--- config.mk ---
export PLATFORM = sky130hd
export DESIGN_NAME = vending_ctrl_flat
export DESIGN_NICKNAME = d
export VERILOG_FILES = /design/src/rtl/vending_pkg.sv /design/src/rtl/vending_if.sv /design/src/rtl/vending_stock.sv /design/src/rtl/vending_ctrl.sv /design/src/flat_wrapper.sv
export SDC_FILE = /design/constraint.sdc
export NUM_CORES = 1
export LEC_CHECK = 0
export ABC_CLOCK_PERIOD_IN_PS = 4000
export BUFFER_PORTS_ARGS = -buffer_cell sky130_fd_sc_hd__buf_2
export CAP_MARGIN = 20
export CORE_MARGIN = 2
export CORE_UTILIZATION = 45
export DETAILED_ROUTE_END_ITERATION = 7
export GPL_TIMING_DRIVEN = 0
export MAX_ROUTING_LAYER = met4
export SYNTH_ARGS = -nofsm -noshare
export SYNTH_HDL_FRONTEND = slang
export SYNTH_SLANG_ARGS = --single-unit
--- constraint.sdc ---
create_clock -name clk -period 4 [get_ports clk]
set_input_delay 0.6 -clock clk [delete_from_list [all_inputs] [get_ports clk]]
set_output_delay 0.6 -clock clk [all_outputs]
set_load 0.05 [all_outputs]
--- src/rtl/vending_pkg.sv ---
// rtl/vending_pkg.sv - shared types, coin values and helpers for the vending controller
//
// Purpose : FSM state encoding, coin denominations, size limits and two small
//           helpers (price lookup from the packed price vector, one-hot test).
// Ports   : none (package).
package vending_pkg;

  typedef enum logic [1:0] {
    IDLE   = 2'd0,
    VEND   = 2'd1,
    CHANGE = 2'd2
  } state_e;

  localparam int NICKEL  = 5;
  localparam int DIME    = 10;
  localparam int QUARTER = 25;

  // Upper bounds used to size the helper arguments; the top checks its
  // parameters against these at elaboration.
  localparam int MAX_PROD = 8;
  localparam int MAX_CW   = 16;

  // Extract the price of product idx from a zero-extended packed price vector.
  function automatic logic [MAX_CW-1:0] price_of(input logic [MAX_PROD*MAX_CW-1:0] prices,
                                                 input int cw, input int idx);
    logic [MAX_PROD*MAX_CW-1:0] shifted;
    logic [MAX_CW-1:0]          mask;
    shifted = prices >> (idx * cw);
    mask    = (MAX_CW'(1) << cw) - MAX_CW'(1);
    return shifted[MAX_CW-1:0] & mask;
  endfunction

  function automatic logic is_onehot(input logic [MAX_PROD-1:0] v);
    return (v != '0) && ((v & (v - 1'b1)) == '0);
  endfunction

endpackage

--- src/rtl/vending_if.sv ---
// rtl/vending_if.sv - coin/selection inputs and dispenser/display outputs of the controller
//
// Purpose : bundles every non-clock signal of vending_ctrl.
// Ports   : master = input debouncer / display side (drives coins, sel, cancel,
//           restock; observes credit, vend, change_*, coin_reject, deny,
//           sold_out, busy); slave = the controller (the reverse).
interface vending_if #(
  parameter int NUM_PROD = 4,
  parameter int CW       = 6
);
  logic                coin_n;
  logic                coin_d;
  logic                coin_q;
  logic [NUM_PROD-1:0] sel;
  logic                cancel;
  logic                restock;
  logic [CW-1:0]       credit;
  logic [NUM_PROD-1:0] vend;
  logic                change_n;
  logic                change_d;
  logic                change_q;
  logic                coin_reject;
  logic                deny;
  logic [NUM_PROD-1:0] sold_out;
  logic                busy;

  modport master (
    output coin_n, coin_d, coin_q, sel, cancel, restock,
    input  credit, vend, change_n, change_d, change_q, coin_reject, deny, sold_out, busy
  );

  modport slave (
    input  coin_n, coin_d, coin_q, sel, cancel, restock,
    output credit, vend, change_n, change_d, change_q, coin_reject, deny, sold_out, busy
  );
endinterface

--- src/rtl/vending_stock.sv ---
// rtl/vending_stock.sv - per-product stock counters with restock and sold-out flags
//
// Purpose : one saturating down-counter per product.
// Ports   : clk, reset (sync, active-high); dec_en_i/dec_idx_i decrement one
//           counter; restock_i reloads every counter (wins over a decrement);
//           sold_out_o[i] is high while counter i is zero (combinational).
module vending_stock #(
  parameter int NUM_PROD   = 4,
  parameter int STOCK_W    = 4,
  parameter int STOCK_INIT = 10,
  parameter int IDX_W      = 2
) (
  input  logic                clk,
  input  logic                reset,
  input  logic                dec_en_i,
  input  logic [IDX_W-1:0]    dec_idx_i,
  input  logic                restock_i,
  output logic [NUM_PROD-1:0] sold_out_o
);

  logic [STOCK_W-1:0] stock_q [NUM_PROD];
  logic [STOCK_W-1:0] stock_d [NUM_PROD];

  always_comb begin
    for (int i = 0; i < NUM_PROD; i++) begin
      stock_d[i] = stock_q[i];
      if (restock_i) begin
        stock_d[i] = STOCK_W'(STOCK_INIT);
      end else if (dec_en_i && (dec_idx_i == IDX_W'(i)) && (stock_q[i] != '0)) begin
        stock_d[i] = stock_q[i] - 1'b1;
      end
    end
  end

  always_ff @(posedge clk) begin
    for (int i = 0; i < NUM_PROD; i++) begin
      if (reset) begin
        stock_q[i] <= STOCK_W'(STOCK_INIT);
      end else begin
        stock_q[i] <= stock_d[i];
      end
    end
  end

  always_comb begin
    for (int i = 0; i < NUM_PROD; i++) begin
      sold_out_o[i] = (stock_q[i] == '0);
    end
  end

endmodule

--- src/rtl/vending_ctrl.sv ---
// rtl/vending_ctrl.sv - credit accumulation, vend decision and greedy change return
//
// Purpose : IDLE accepts coins / selection / cancel (priority cancel > sel > coin),
//           VEND lasts one cycle, CHANGE pays out credit one coin per cycle,
//           largest coin first.
// Ports   : clk, reset (sync, active-high); vif (vending_if.slave) carries the
//           coin/sel/cancel/restock inputs and the registered credit and pulse
//           outputs, plus combinational sold_out and busy.
module vending_ctrl
  import vending_pkg::*;
#(
  parameter int                     NUM_PROD    = 4,
  parameter int                     CW          = 6,
  parameter logic [NUM_PROD*CW-1:0] PRICES      = {6'd30, 6'd25, 6'd20, 6'd15},
  parameter int                     MAX_CREDIT  = 35,
  parameter int                     STOCK_W     = 4,
  parameter int                     STOCK_INIT  = 10,
  parameter bit                     AUTO_CHANGE = 1'b1
) (
  input logic     clk,
  input logic     reset,
  vending_if.slave vif
);

  localparam int IDX_W = (NUM_PROD > 1) ? $clog2(NUM_PROD) : 1;
  localparam int PW    = MAX_PROD * MAX_CW;
  localparam logic [PW-1:0] PRICES_EXT = PW'(PRICES);

  if (NUM_PROD < 1 || NUM_PROD > MAX_PROD || CW > MAX_CW) begin : g_bad_size
    $error("vending_ctrl: NUM_PROD or CW out of range");
  end
  if ((MAX_CREDIT % 5) != 0 || MAX_CREDIT >= (1 << CW)) begin : g_bad_max
    $error("vending_ctrl: MAX_CREDIT must be a multiple of 5 below 2**CW");
  end
  for (genvar gp = 0; gp < NUM_PROD; gp++) begin : g_price_chk
    if ((int'(PRICES[gp*CW +: CW]) % 5) != 0 || int'(PRICES[gp*CW +: CW]) > MAX_CREDIT) begin : g_bad
      $error("vending_ctrl: price must be a multiple of 5 and <= MAX_CREDIT");
    end
  end

  state_e              state_q, state_d;
  logic [CW-1:0]       credit_q, credit_d;
  logic [NUM_PROD-1:0] vend_q, vend_d;
  logic                change_n_q, change_n_d;
  logic                change_d_q, change_d_d;
  logic                change_q_q, change_q_d;
  logic                reject_q, reject_d;
  logic                deny_q, deny_d;

  logic                coin_any, coin_multi;
  logic [CW:0]         coin_val, credit_sum;
  logic                sel_any, sel_in_stock;
  logic [CW-1:0]       sel_price;
  logic [IDX_W-1:0]    sel_idx;
  logic [MAX_CW-1:0]   price_raw;
  logic                dec_en;
  logic [NUM_PROD-1:0] sold_out;

  assign coin_any   = vif.coin_n | vif.coin_d | vif.coin_q;
  assign coin_multi = (vif.coin_n & vif.coin_d) | (vif.coin_n & vif.coin_q) | (vif.coin_d & vif.coin_q);
  // Highest coin wins when several arrive together.
  assign coin_val   = vif.coin_q ? (CW+1)'(QUARTER) :
                      vif.coin_d ? (CW+1)'(DIME)    :
                      vif.coin_n ? (CW+1)'(NICKEL)  : '0;
  // One extra bit so credit + coin can never wrap before the ceiling compare.
  assign credit_sum = {1'b0, credit_q} + coin_val;

  assign sel_any      = |vif.sel;
  // Exact for a one-hot select, which is the only case it is used in.
  assign sel_in_stock = |(vif.sel & ~sold_out);

  always_comb begin
    price_raw = '0;
    sel_price = '0;
    sel_idx   = '0;
    for (int i = 0; i < NUM_PROD; i++) begin
      if (vif.sel[i]) begin
        price_raw = price_of(PRICES_EXT, CW, i);
        sel_price = price_raw[CW-1:0];
        sel_idx   = IDX_W'(i);
      end
    end
  end

  always_comb begin
    state_d    = state_q;
    credit_d   = credit_q;
    vend_d     = '0;
    change_n_d = 1'b0;
    change_d_d = 1'b0;
    change_q_d = 1'b0;
    reject_d   = 1'b0;
    deny_d     = 1'b0;
    dec_en     = 1'b0;

    case (state_q)
      IDLE: begin
        if (vif.cancel) begin
          reject_d = coin_any;
          if (credit_q != '0) begin
            state_d = CHANGE;
          end
        end else if (sel_any) begin
          reject_d = coin_any;
          if (!is_onehot(MAX_PROD'(vif.sel))) begin
            deny_d = 1'b1;
          end else if ((credit_q >= sel_price) && sel_in_stock) begin
            vend_d   = vif.sel;
            credit_d = credit_q - sel_price;
            dec_en   = 1'b1;
            state_d  = VEND;
          end else begin
            deny_d = 1'b1;
          end
        end else if (coin_any) begin
          if (credit_sum <= (CW+1)'(MAX_CREDIT)) begin
            credit_d = credit_sum[CW-1:0];
            reject_d = coin_multi;
          end else begin
            reject_d = 1'b1;
          end
        end
      end

      VEND: begin
        reject_d = coin_any;
        if (AUTO_CHANGE && (credit_q != '0)) begin
          state_d = CHANGE;
        end else begin
          state_d = IDLE;
        end
      end

      CHANGE: begin
        reject_d = coin_any;
        if (credit_q >= CW'(QUARTER)) begin
          change_q_d = 1'b1;
          credit_d   = credit_q - CW'(QUARTER);
        end else if (credit_q >= CW'(DIME)) begin
          change_d_d = 1'b1;
          credit_d   = credit_q - CW'(DIME);
        end else if (credit_q >= CW'(NICKEL)) begin
          change_n_d = 1'b1;
          credit_d   = credit_q - CW'(NICKEL);
        end else begin
          // Sub-nickel residue cannot be paid out; credit is always a multiple of 5.
          credit_d = '0;
        end
        if (credit_d == '0) begin
          state_d = IDLE;
        end
      end

      default: state_d = IDLE;
    endcase
  end

  always_ff @(posedge clk) begin
    if (reset) begin
      state_q    <= IDLE;
      credit_q   <= '0;
      vend_q     <= '0;
      change_n_q <= 1'b0;
      change_d_q <= 1'b0;
      change_q_q <= 1'b0;
      reject_q   <= 1'b0;
      deny_q     <= 1'b0;
    end else begin
      state_q    <= state_d;
      credit_q   <= credit_d;
      vend_q     <= vend_d;
      change_n_q <= change_n_d;
      change_d_q <= change_d_d;
      change_q_q <= change_q_d;
      reject_q   <= reject_d;
      deny_q     <= deny_d;
    end
  end

  vending_stock #(
    .NUM_PROD  (NUM_PROD),
    .STOCK_W   (STOCK_W),
    .STOCK_INIT(STOCK_INIT),
    .IDX_W     (IDX_W)
  ) u_stock (
    .clk       (clk),
    .reset     (reset),
    .dec_en_i  (dec_en),
    .dec_idx_i (sel_idx),
    .restock_i (vif.restock),
    .sold_out_o(sold_out)
  );

  assign vif.credit      = credit_q;
  assign vif.vend        = vend_q;
  assign vif.change_n    = change_n_q;
  assign vif.change_d    = change_d_q;
  assign vif.change_q    = change_q_q;
  assign vif.coin_reject = reject_q;
  assign vif.deny        = deny_q;
  assign vif.sold_out    = sold_out;
  assign vif.busy        = (state_q != IDLE);

endmodule

--- src/flat_wrapper.sv ---
// flat-port wrapper written by rule: the top's interface ports become plain ports
module vending_ctrl_flat import vending_pkg::*;
#(
  parameter int                     NUM_PROD    = 4,
  parameter int                     CW          = 6,
  parameter logic [NUM_PROD*CW-1:0] PRICES      = {6'd30, 6'd25, 6'd20, 6'd15},
  parameter int                     MAX_CREDIT  = 35,
  parameter int                     STOCK_W     = 4,
  parameter int                     STOCK_INIT  = 10,
  parameter bit                     AUTO_CHANGE = 1'b1
)
  (clk, reset, vif_coin_n, vif_coin_d, vif_coin_q, vif_sel, vif_cancel, vif_restock, vif_credit, vif_vend, vif_change_n, vif_change_d, vif_change_q, vif_coin_reject, vif_deny, vif_sold_out, vif_busy);
  vending_if #(.NUM_PROD(NUM_PROD), .CW(CW)) vif_i ();
  input logic clk;
  input logic reset;
  input wire logic [$bits(vif_i.coin_n)-1:0] vif_coin_n;
  input wire logic [$bits(vif_i.coin_d)-1:0] vif_coin_d;
  input wire logic [$bits(vif_i.coin_q)-1:0] vif_coin_q;
  input wire logic [$bits(vif_i.sel)-1:0] vif_sel;
  input wire logic [$bits(vif_i.cancel)-1:0] vif_cancel;
  input wire logic [$bits(vif_i.restock)-1:0] vif_restock;
  output wire logic [$bits(vif_i.credit)-1:0] vif_credit;
  output wire logic [$bits(vif_i.vend)-1:0] vif_vend;
  output wire logic [$bits(vif_i.change_n)-1:0] vif_change_n;
  output wire logic [$bits(vif_i.change_d)-1:0] vif_change_d;
  output wire logic [$bits(vif_i.change_q)-1:0] vif_change_q;
  output wire logic [$bits(vif_i.coin_reject)-1:0] vif_coin_reject;
  output wire logic [$bits(vif_i.deny)-1:0] vif_deny;
  output wire logic [$bits(vif_i.sold_out)-1:0] vif_sold_out;
  output wire logic [$bits(vif_i.busy)-1:0] vif_busy;
  assign vif_i.coin_n = vif_coin_n;
  assign vif_i.coin_d = vif_coin_d;
  assign vif_i.coin_q = vif_coin_q;
  assign vif_i.sel = vif_sel;
  assign vif_i.cancel = vif_cancel;
  assign vif_i.restock = vif_restock;
  assign vif_credit = vif_i.credit;
  assign vif_vend = vif_i.vend;
  assign vif_change_n = vif_i.change_n;
  assign vif_change_d = vif_i.change_d;
  assign vif_change_q = vif_i.change_q;
  assign vif_coin_reject = vif_i.coin_reject;
  assign vif_deny = vif_i.deny;
  assign vif_sold_out = vif_i.sold_out;
  assign vif_busy = vif_i.busy;
  vending_ctrl #(.NUM_PROD(NUM_PROD), .CW(CW), .PRICES(PRICES), .MAX_CREDIT(MAX_CREDIT), .STOCK_W(STOCK_W), .STOCK_INIT(STOCK_INIT), .AUTO_CHANGE(AUTO_CHANGE)) u_core (.clk(clk), .reset(reset), .vif(vif_i));
endmodule
# After elaboration in Yosys (flattened, before gate mapping)
# Memories as Yosys holds them, arrays and structs flattened.
# Index checks and enable logic that the tools add are counted.
# W data, S select, Z words.
[classes]
reduce_logical = 36
bitwise = 19
muxes = 59
eq_ne = 15
magnitude_cmp = 5
add_sub_neg = 10
[ops]
columns = ["operator", "n"]
rows = [
  ["$mux W6", 13],
  ["$mux W4", 13],
  ["$reduce_bool A4 Y1", 5],
  ["$mux W1", 18],
  ["$mux W2", 9],
  ["$logic_not A4 Y1", 4],
  ["$reduce_or A4 Y1", 4],
  ["$sub A4 B1 Y4 const B", 4],
  ["$mux W7", 2],
  ["$ne A3 B2 Y1 const B", 4],
  ["$pmux W6 S2", 1],
  ["$logic_and A1 B1 Y1", 10],
  ["$and A4 B8 Y8", 1],
  ["$logic_not A8 Y1", 1],
  ["$or A1 B1 Y1", 8],
  ["$add A6 B7 Y7", 1],
  ["$le A7 B6 Y1 const B", 1],
  ["$eq A2 B2 Y1 const B", 3],
  ["$ge A6 B3 Y1 const B", 1],
  ["$ge A6 B4 Y1 const B", 1],
  ["$ge A6 B5 Y1 const B", 1],
  ["$ge A6 B6 Y1", 1],
  ["$logic_not A6 Y1", 1],
  ["$ne A3 B1 Y1 const B", 2],
  ["24 further kinds", 35],
]
[word_totals]
n_memories = 1
out_inout_bits = 20
wordCells = 153
inputBits = 11
regBits = 17
ramBits = 16
[memory_table]
columns = ["name", "depth", "word_bits", "rd", "rd_clocked_by_memory_dff", "write_ports", "line_no", "source"]
rows = [
  ["u_core.u_stock.stock_q", 4, 4, 4, 0, 4, "vending_stock.sv:21", "logic [STOCK_W-1:0] stock_q [NUM_PROD];"],
]

# Depth between registers and ports, before layout
# Gate-level depths: netlist of run 1.
[depth]
word_depth = 16
depth_mapped = 14
depth_no_buf = 13

# Cells and area by module
# Synthesis of run 1 repeated with hierarchy kept, for this count alone.
[unflattened]
hier_cells = 345
area_unflattened_um2 = 2735.1
[modules_own_cells]
columns = ["module", "instances", "seq_area_each_um2", "area_each_um2", "cells_each"]
rows = [
  ["vending_ctrl", 1, 340.3, 1920.6, 251],
  ["vending_stock", 1, 320.3, 814.5, 94],
]

# Worst setup path before layout of run 1
# OpenSTA, ideal clock, no wires.
[synth_path]
kind = "reg-to-reg"
from = "reg u_core.credit_q[1] (netlist: u_core.vif.credit[1])"
to = "reg u_core.state_q[0]"
synth_period_minus_slack_ns = 3.485
n_path_buf = 1
stages_incl_launch_ff = 11
t_required_ns = 3.913
slack_ns = 0.515
setup_ns = 0.087
t_arrival_ns = 3.398
path_cell_list = "dfxtp_1 clkbuf_1 inv_1 ha_1 or3b_4 a21oi_2 mux2i_1 a221o_1 o41a_1 or4_1 o31ai_1"
[synth_between]
elab_chain_len = 8
word_cells_on_any_way = 18
classes_between = "add/sub (3); order compare (4); eq/ne (3); mux (4); reduce/logical (4)"
[synth_lines]
columns = ["item", "line_no", "source"]
rows = [
  ["from (decl)", "vending_ctrl.sv:42", "logic [CW-1:0] credit_q, credit_d;"],
  ["from (signal assigned)", "vending_ctrl.sv:170", "credit_q <= credit_d;"],
  ["$sub A6 B3 Y6 or $ge A6 B3 Y1 (tied branches)", "vending_ctrl.sv:144, vending_ctrl.sv:142", ""],
  ["$mux W6", "vending_ctrl.sv:142", "end else if (credit_q >= CW'(NICKEL)) begin"],
  ["$mux W6", "vending_ctrl.sv:139", "end else if (credit_q >= CW'(DIME)) begin"],
  ["$mux W6", "vending_ctrl.sv:136", "if (credit_q >= CW'(QUARTER)) begin"],
  ["$mux W6", "vending_ctrl.sv:96", "case (state_q)"],
  ["$logic_not A6 Y1", "vending_ctrl.sv:149", "if (credit_d == '0) begin"],
  ["$ne A2 B1 Y1 (no line)", "-", ""],
  ["$reduce_and A5 Y1 (no line) (*)", "-", ""],
  ["to (signal assigned)", "vending_ctrl.sv:169", "state_q <= state_d;"],
  ["to (decl)", "vending_ctrl.sv:41", "state_e state_q, state_d;"],
]
# Every way passes the cells marked *; elsewhere a longest branch is shown, timed or not. The select of a mux whose other input is x is not followed.
# A chain may end at the register's enable or synchronous reset.

# Final worst setup path of run 1
# Ends and elaborated chain as after synthesis.

==> flow_metrics.py, run 1 <==
metrics = {
    "min_path": {
        "hold_path_depth": 2,
        "hold_path_end": "u_core.u_stock.stock_q[0][7]",
        "hold_start": "u_core.u_stock.stock_q[0][7]",
        "hold_path.class": "reg2reg",
    },
    "critical_path": {
        "critPathSlowestCell": "dfxtp_1",
        "critical-path-max-stage-delay_ns": 0.53,
        "path_class": "reg2reg",
        "arrival_ns": 3.90,
        "startpoint_type": "register",
        "required_ns": 4.20,
        "path_cells": "clkbuf_1 -> inv_1 -> ha_1 -> or3b_4 -> a21oi_1 -> o2111ai_1 -> and3_1 -> o41a_1 -> or4_1 -> o31ai_1",
        "r2r_cells": 10,
        "critical_path_buf_inv_count": 2,
        "worstPathMaxFanout": 10,
        "crit_family": "simple AND/OR/NAND/NOR gates",
        "worst_setup_path_end_kind": "register",
        "r2r_slack_ns": 0.31,
        "reg2reg_to": "u_core.state_q[0]",
        "timing.rr.start": "u_core.vif.credit[1]",
    },
    "detailed_routing": {
        "routed_wl_um": 7090,
        "dr.pass1.iters": 4,
        "drc": 0,
        "vias": 2617,
        "vias_per_cell": 5.64,
        "drtAntennaViolNets": 0,
        "routedWlPerCell_um": 15.3,
        "drt_iter0_markers": 136,
    },
    "die": {
        "dieArea_um2": 6750,
        "die_x_um": 82.1,
        "io_pins": 31,
        "rows": 28,
        "initial_utilization_pct": 46.4,
        "core_area_um2": 5920,
        "fp.dieH_um": 82.1,
    },
    "grt": {
        "grt_overflow": 0,
        "grt_max_degree": 13,
        "grt_pass1_wl_um": 11700,
        "antenna_found_initial": 0,
        "grt_use_total_pct": 23.1,
        "first_global_vias": 2385,
    },
    "cts": {
        "cts.sinks": 33,
        "cts_hold_buf": 0,
        "clockBufferDepth": 2,
        "cts_setup_buffers": 0,
        "ctsResizeCount": 0,
        "cts_made_buffers": 5,
        "clock_latency_ns": 0.28,
        "root_buffer": "clkbuf_8",
        "cts_tree": "yes",
        "htreeDepth": 2,
        "clkTransAtPathRegs_ns": 0.07,
    },
    "timing": {
        "finClkSkew_ns": 0.00408,
        "holdWs_ns": 0.500,
        "worst_pin_slew_ns": 0.763,
        "fin_crit_sh_pct": 92.3,
        "rsz0062_at_grt": "no",
        "fin_ws_ns": 0.308,
        "finalHoldViolCount": 0,
        "finalSetupViolations": 0,
        "slew_viol_final": 0,
        "relSlewSlack_pct": 48.5,
        "clock.fmax_ghz": 0.271,
        "finalSetupTns_ns": 0,
        "min_period_ns": 3.69,
    },
    "logic_synthesis": {
        "synth_nets": 391,
        "synthAdderAreaFrac_pct": 14.0,
        "netlist.area_leader.share_pct": 24.0,
        "synth_edf_count": 0,
        "ys_types": 64,
        "yosysSeqAreaShare_pct": 24.0,
        "synthSimpleGateAreaFrac_pct": 24.8,
        "syn-instance-count": 352,
        "async_flop_share_pct": 0,
        "yosysTopAreaCell": "dfxtp_1",
        "synth_xor_xnor_area_share_pct": 3.83,
        "synth-warning-count": 0,
        "synth_top_family_by_area": "compound AO/OA/AOI/OAI gates",
        "synthesis.area_um2": 2750,
        "ys_ff_latch": 33,
        "ys.flop_type": "dfxtp_1",
        "yosys-top-cells-area": "dfxtp_1, ha_1, nor2_1",
        "synth_compound_area_share_pct": 26.0,
        "synth.area.mux_share_pct": 1.09,
        "syn-mean-instance-area_um2": 7.81,
    },
    "pwr": {
        "seqPwrFrac_pct": 33.9,
        "internal_power_mw": 0.631,
        "p_sw_share_pct": 42.0,
        "switchingPower_mw": 0.457,
        "powerDensity_nw_per_um2": 354,
        "combPwrFrac_pct": 43.1,
        "ir_drop_mv": 0.233,
        "p_leak_nw": 1.31,
        "clkPwrFrac_pct": 23.1,
    },
    "placed_design": {
        "port_buffers": 29,
        "placed_area_um2": 2990,
        "hpwl_um": 5560,
        "gp_congestion": 0.870,
        "place_worst_setup_slack_ns": 0.335,
    },
    "final_layout": {
        "drive_gt1_share_pct": 13.1,
        "area_growth_pct": 11.8,
        "final_core_util_pct": 51.9,
        "fin_nets": 427,
        "design_area_um2": 3070,
        "num_antenna_cells": 0,
    },
    "outcome": {
        "status": "complete, no violations",
    },
    "run": {
        "drv_cap": 0,
    },
}
[metrics by stage]
step	cells	power (mW)
2_1_floorplan	352	0.729
4_1_cts	464	1.09
3_5_place_dp	456	0.841
6_report	464	1.09
5_1_grt	464	1.16
3_3_place_gp	456	0.838
[Yosys cell counts, drive strengths merged, types with 3 or more instances]
master and count:
nor2b 6, nor2 35, mux2i 3, o21a 7
o211ai 10, o21ai 12, nand2 24, ha 26
xor2 5, a211o 4, dfxtp 33, and2 5
nor3 17, nor4 4, or4 5, nand4 5
and3 4, a311oi 3, nand2b 8, inv 31
or2 5, clkbuf 12, o21bai 3, xnor2 7
a211oi 7, o31ai 4, o311ai 4, a21oi 18
nand3 6, or3b 3
[cells by family after synthesis]
| kind of cell | count (synthesis) |
|---|---|
| DFF | 33 |
| buffers and inverters | 45 |
| muxes | 3 |
| AOI/OAI and AO/OA | 96 |
| xor gates and xnor gates | 12 |
| and+or+nand+nor | 133 |
| adders and majority gates | 30 |
[layout by cell type, fill, tap and decap left out, types with 3 or more instances in the layout]
master and n:
mux2i_1 3, inv_1 31, a21oi_1 17, nand2_1 23, and2_1 5, o21bai_1 3, nor3_1 17, a211o_1 4
a211oi_1 7, o211ai_1 10, nor2_1 35, xnor2_1 7, buf_2 30, ha_1 26, nand2b_1 8, clkbuf_8 5
clkbuf_1 12, dfxtp_1 33, and3_1 4, o311ai_0 4, or4_1 5, nor4_1 4, nand3_1 6, xor2_1 5
nor2b_1 6, o21ai_0 12, o21a_1 7, o31ai_1 4, or2_2 4, nand4_1 5
[flip-flops by register name, indices dropped and copies added, names as in the netlist]
| name | cells |
|---|---|
| u_core.state_q | 2 |
| u_core.vif.change_q | 1 |
| u_core.vif.coin_reject | 1 |
| u_core.vif.vend | 4 |
| u_core.vif.change_d | 1 |
| u_core.vif.credit | 6 |
| u_core.vif.deny | 1 |
| u_core.vif.change_n | 1 |
| u_core.u_stock.stock_q | 16 |
[how the worst max path moves through the flow]
| stage | startpoint | to | slack [ns] | cells after the start |
|---|---|---|---|---|
| 3_5_place_dp | u_core.vif.credit[1] | u_core.state_q[0] | 0.34 | 10 |
| 2_1_floorplan | u_core.vif.credit[1] | u_core.state_q[0] | 0.51 | 10 |
| 3_3_place_gp | u_core.vif.credit[1] | u_core.state_q[0] | 0.37 | 10 |
| 6_report | u_core.vif.credit[1] | u_core.state_q[0] | 0.31 | 10 |
| 4_1_cts | u_core.vif.credit[1] | u_core.state_q[0] | 0.31 | 10 |
| 5_1_grt | u_core.vif.credit[1] | u_core.state_q[0] | 0.12 | 10 |
[worst min-delay path, delay by kind of cell, from the launching register on]
family                    cells  cell delay [ns]
xor gates and xnor gates      1             0.08
DFF                           1             0.34
and+or+nand+nor               1             0.05
[cell type report]
cell class              instances  area [um2]
well taps                      75        93.8
fillers                       596        2850
inverters                      31         116
flip-flops and latches         33         661
clock buffers                   5        68.8
multi-input cells             274        1920
repair buffers                 29         145
clock inverters                 3        17.5
plain buffers                  14        53.8
[power groups by stage]
stage	Combinational, mW	Sequential (mW)	Clock, mW
after global routing	0.522	0.372	0.271
after detailed placement	0.465	0.376	0
after floorplan	0.319	0.410	0
final	0.469	0.368	0.251
after global placement	0.462	0.376	0
after CTS	0.468	0.368	0.259
[layer usage]
layer | vias to the layer above | wire length, um | track usage, %
li1 | 1354 | - | -
met5 | - | 0 | -
met4 | 0 | 59 | 4.83
met1 | 1205 | 3550 | 31.7
met2 | 51 | 3250 | 36.0
met3 | 7 | 231 | 3.70
(Power assumes the default switching activity.)
==> inputs of run 2 (changes only) <==
Settings changed: ABC_CLOCK_PERIOD_IN_PS 4000 to 4600, CORE_UTILIZATION 45 to 55, PLACE_DENSITY set to 0.76.
Clock period 4 ns to 4.6 ns, I/O delays scaled along.
==> run 2 against run 1 <==
Net effect:
- die area decreased by 17%
- hold slack got worse by 0.0011 ns
- via count increased by 4.4%
- highest routed layer unchanged
==> flow_metrics.py, run 2 (synthesis results as in run 1) <==
metrics = {
    "outcome": {
        "status": "complete, no violations",
    },
    "timing": {
        "fin_ws_ns": 0.973,
        "relSlewSlack_pct": 48.6,
        "rsz0062_at_grt": "no",
        "slew_viol_final": 0,
        "finalHoldViolCount": 0,
        "fin_crit_sh_pct": 78.8,
        "min_period_ns": 3.63,
        "finalSetupTns_ns": 0,
        "clock.fmax_ghz": 0.276,
        "worst_pin_slew_ns": 0.762,
        "finalSetupViolations": 0,
        "finClkSkew_ns": 0.00447,
    },
    "grt": {
        "grt_overflow": 0,
        "grt_pass1_wl_um": 11200,
        "antenna_found_initial": 0,
        "grt_max_degree": 13,
        "grt_use_total_pct": 26.5,
        "first_global_vias": 2452,
    },
    "die": {
        "core_area_um2": 4790,
        "rows": 25,
        "die_x_um": 74.7,
        "dieArea_um2": 5580,
        "io_pins": 31,
        "fp.dieH_um": 74.7,
        "initial_utilization_pct": 57.4,
    },
    "critical_path": {
        "r2r_cells": 10,
        "path_cells": "clkbuf_1 -> inv_1 -> ha_1 -> or3b_4 -> a21oi_1 -> o2111ai_1 -> and3_1 -> o41a_1 -> or4_1 -> o31ai_1",
        "cp.depth": 10,
        "critPathLaunch": "u_core.vif.credit[1]",
        "timing.rr.start": "u_core.vif.credit[1]",
        "arrival_ns": 3.83,
        "critical_path_buf_inv_count": 2,
        "startpoint_type": "register",
        "critPathSlowestCell": "dfxtp_1",
        "critical-path-max-stage-delay_ns": 0.50,
        "path_class": "reg2reg",
        "reg2reg_to": "u_core.state_q[0]",
        "required_ns": 4.80,
        "r2r_slack_ns": 0.97,
        "worstPathMaxFanout": 10,
        "worst_setup_path_end_kind": "register",
        "crit_family": "simple AND/OR/NAND/NOR gates",
        "crit_path_end": "u_core.state_q[0]",
    },
    "pwr": {
        "ir_drop_mv": 0.172,
        "powerDensity_nw_per_um2": 314,
        "p_leak_nw": 1.32,
        "total_power_mw": 0.966,
    },
    "final_layout": {
        "largest_reg_flops": 16,
        "fin_nets": 427,
        "num_antenna_cells": 0,
        "final_common_cell": "nor2_1",
        "fillCellCount": 428,
        "final_core_util_pct": 64.3,
        "drive_gt1_share_pct": 13.1,
        "area_growth_pct": 12.0,
        "final_cell_mix": "nor2_1, dfxtp_1, inv_1, buf_2, ha_1",
        "regMostFlops": "u_core.u_stock.stock_q",
    },
    "detailed_routing": {
        "routedWlPerCell_um": 14.8,
        "drt_iter0_markers": 172,
        "drc": 0,
        "drtAntennaViolNets": 0,
        "vias": 2731,
        "routed_wl_um": 6740,
        "vias_per_cell": 5.99,
        "dr.pass1.iters": 5,
    },
    "placed_design": {
        "place_worst_setup_slack_ns": 1.04,
        "hpwl_um": 5240,
        "gp_congestion": 1.02,
        "port_buffers": 29,
    },
    "cts": {
        "cts_tree": "yes",
        "clkTransAtPathRegs_ns": 0.07,
        "clockBufferDepth": 2,
        "cts.sinks": 33,
        "htreeDepth": 2,
        "cts_setup_buffers": 0,
        "ctsResizeCount": 0,
        "clock_latency_ns": 0.28,
        "cts_hold_buf": 0,
        "root_buffer": "clkbuf_8",
        "cts_made_buffers": 5,
    },
    "run": {
        "drv_cap": 0,
    },
    "min_path": {
        "hold_path.class": "reg2reg",
        "hold_start": "u_core.u_stock.stock_q[1][3]",
    },
}
[run 2: cell types whose count changed in the layout (fill, tap and decap cells not counted)]
cell,previous run,this run
clkinv_2,2,1
clkinvlp_4,1,0
clkbuf_8,5,7
[run 2: worst reg2reg max path, stage by stage (launching register included)]
cell       delay, ns
dfxtp_1         0.50
clkbuf_1        0.41
inv_1           0.30
ha_1            0.31
or3b_4          0.42
a21oi_1         0.33
o2111ai_1       0.15
and3_1          0.18
o41a_1          0.39
or4_1           0.47
o31ai_1         0.07
[run 2: per-stage QoR]
step	cell area, um2	hold WS, ns	cells
after floorplan	2750	0.466	352
after global routing	3080	0.521	456
after CTS	3080	0.503	456
final	3080	0.499	456
after detailed placement	2980	0.484	448
after global placement	2980	0.482	448
[run 2: metal layers]
metal  track usage, %  vias up  part of all wire, %
met5                -        -                    0
met4             7.54        0                  1.4
met3             5.22       12                  5.6
met2             40.6       91                   46
met1             35.8     1265                   47
li1                 -     1363                    -
[run 2: how the worst min path moves through the flow]
stage	end	cells after the start
2_1_floorplan	u_core.u_stock.stock_q[1][3]	2
3_3_place_gp	u_core.u_stock.stock_q[0][7]	2
3_5_place_dp	u_core.u_stock.stock_q[0][7]	2
4_1_cts	u_core.u_stock.stock_q[1][3]	2
5_1_grt	u_core.u_stock.stock_q[0][7]	2
6_report	u_core.u_stock.stock_q[1][3]	2
[run 2: area by class of cell]
cell class / instances / area [um2] / area share [%]
multi-input cells: 274 / 1920 / 62.3
flip-flops and latches: 33 / 661 / 21.5
repair buffers: 29 / 145 / 4.72
inverters: 31 / 116 / 3.78
clock buffers: 7 / 96.3 / 3.13
well taps: 67 / 83.8 / 2.72
plain buffers: 14 / 53.8 / 1.75
clock inverters: 1 / 5.00 / 0.163
[run 2: report_power, final]
part	leakage, nW	switching, mW	internal [mW]
clock	0.0542	0.103	0.135
combinational	1.00	0.264	0.143
sequential	0.267	0.0199	0.301
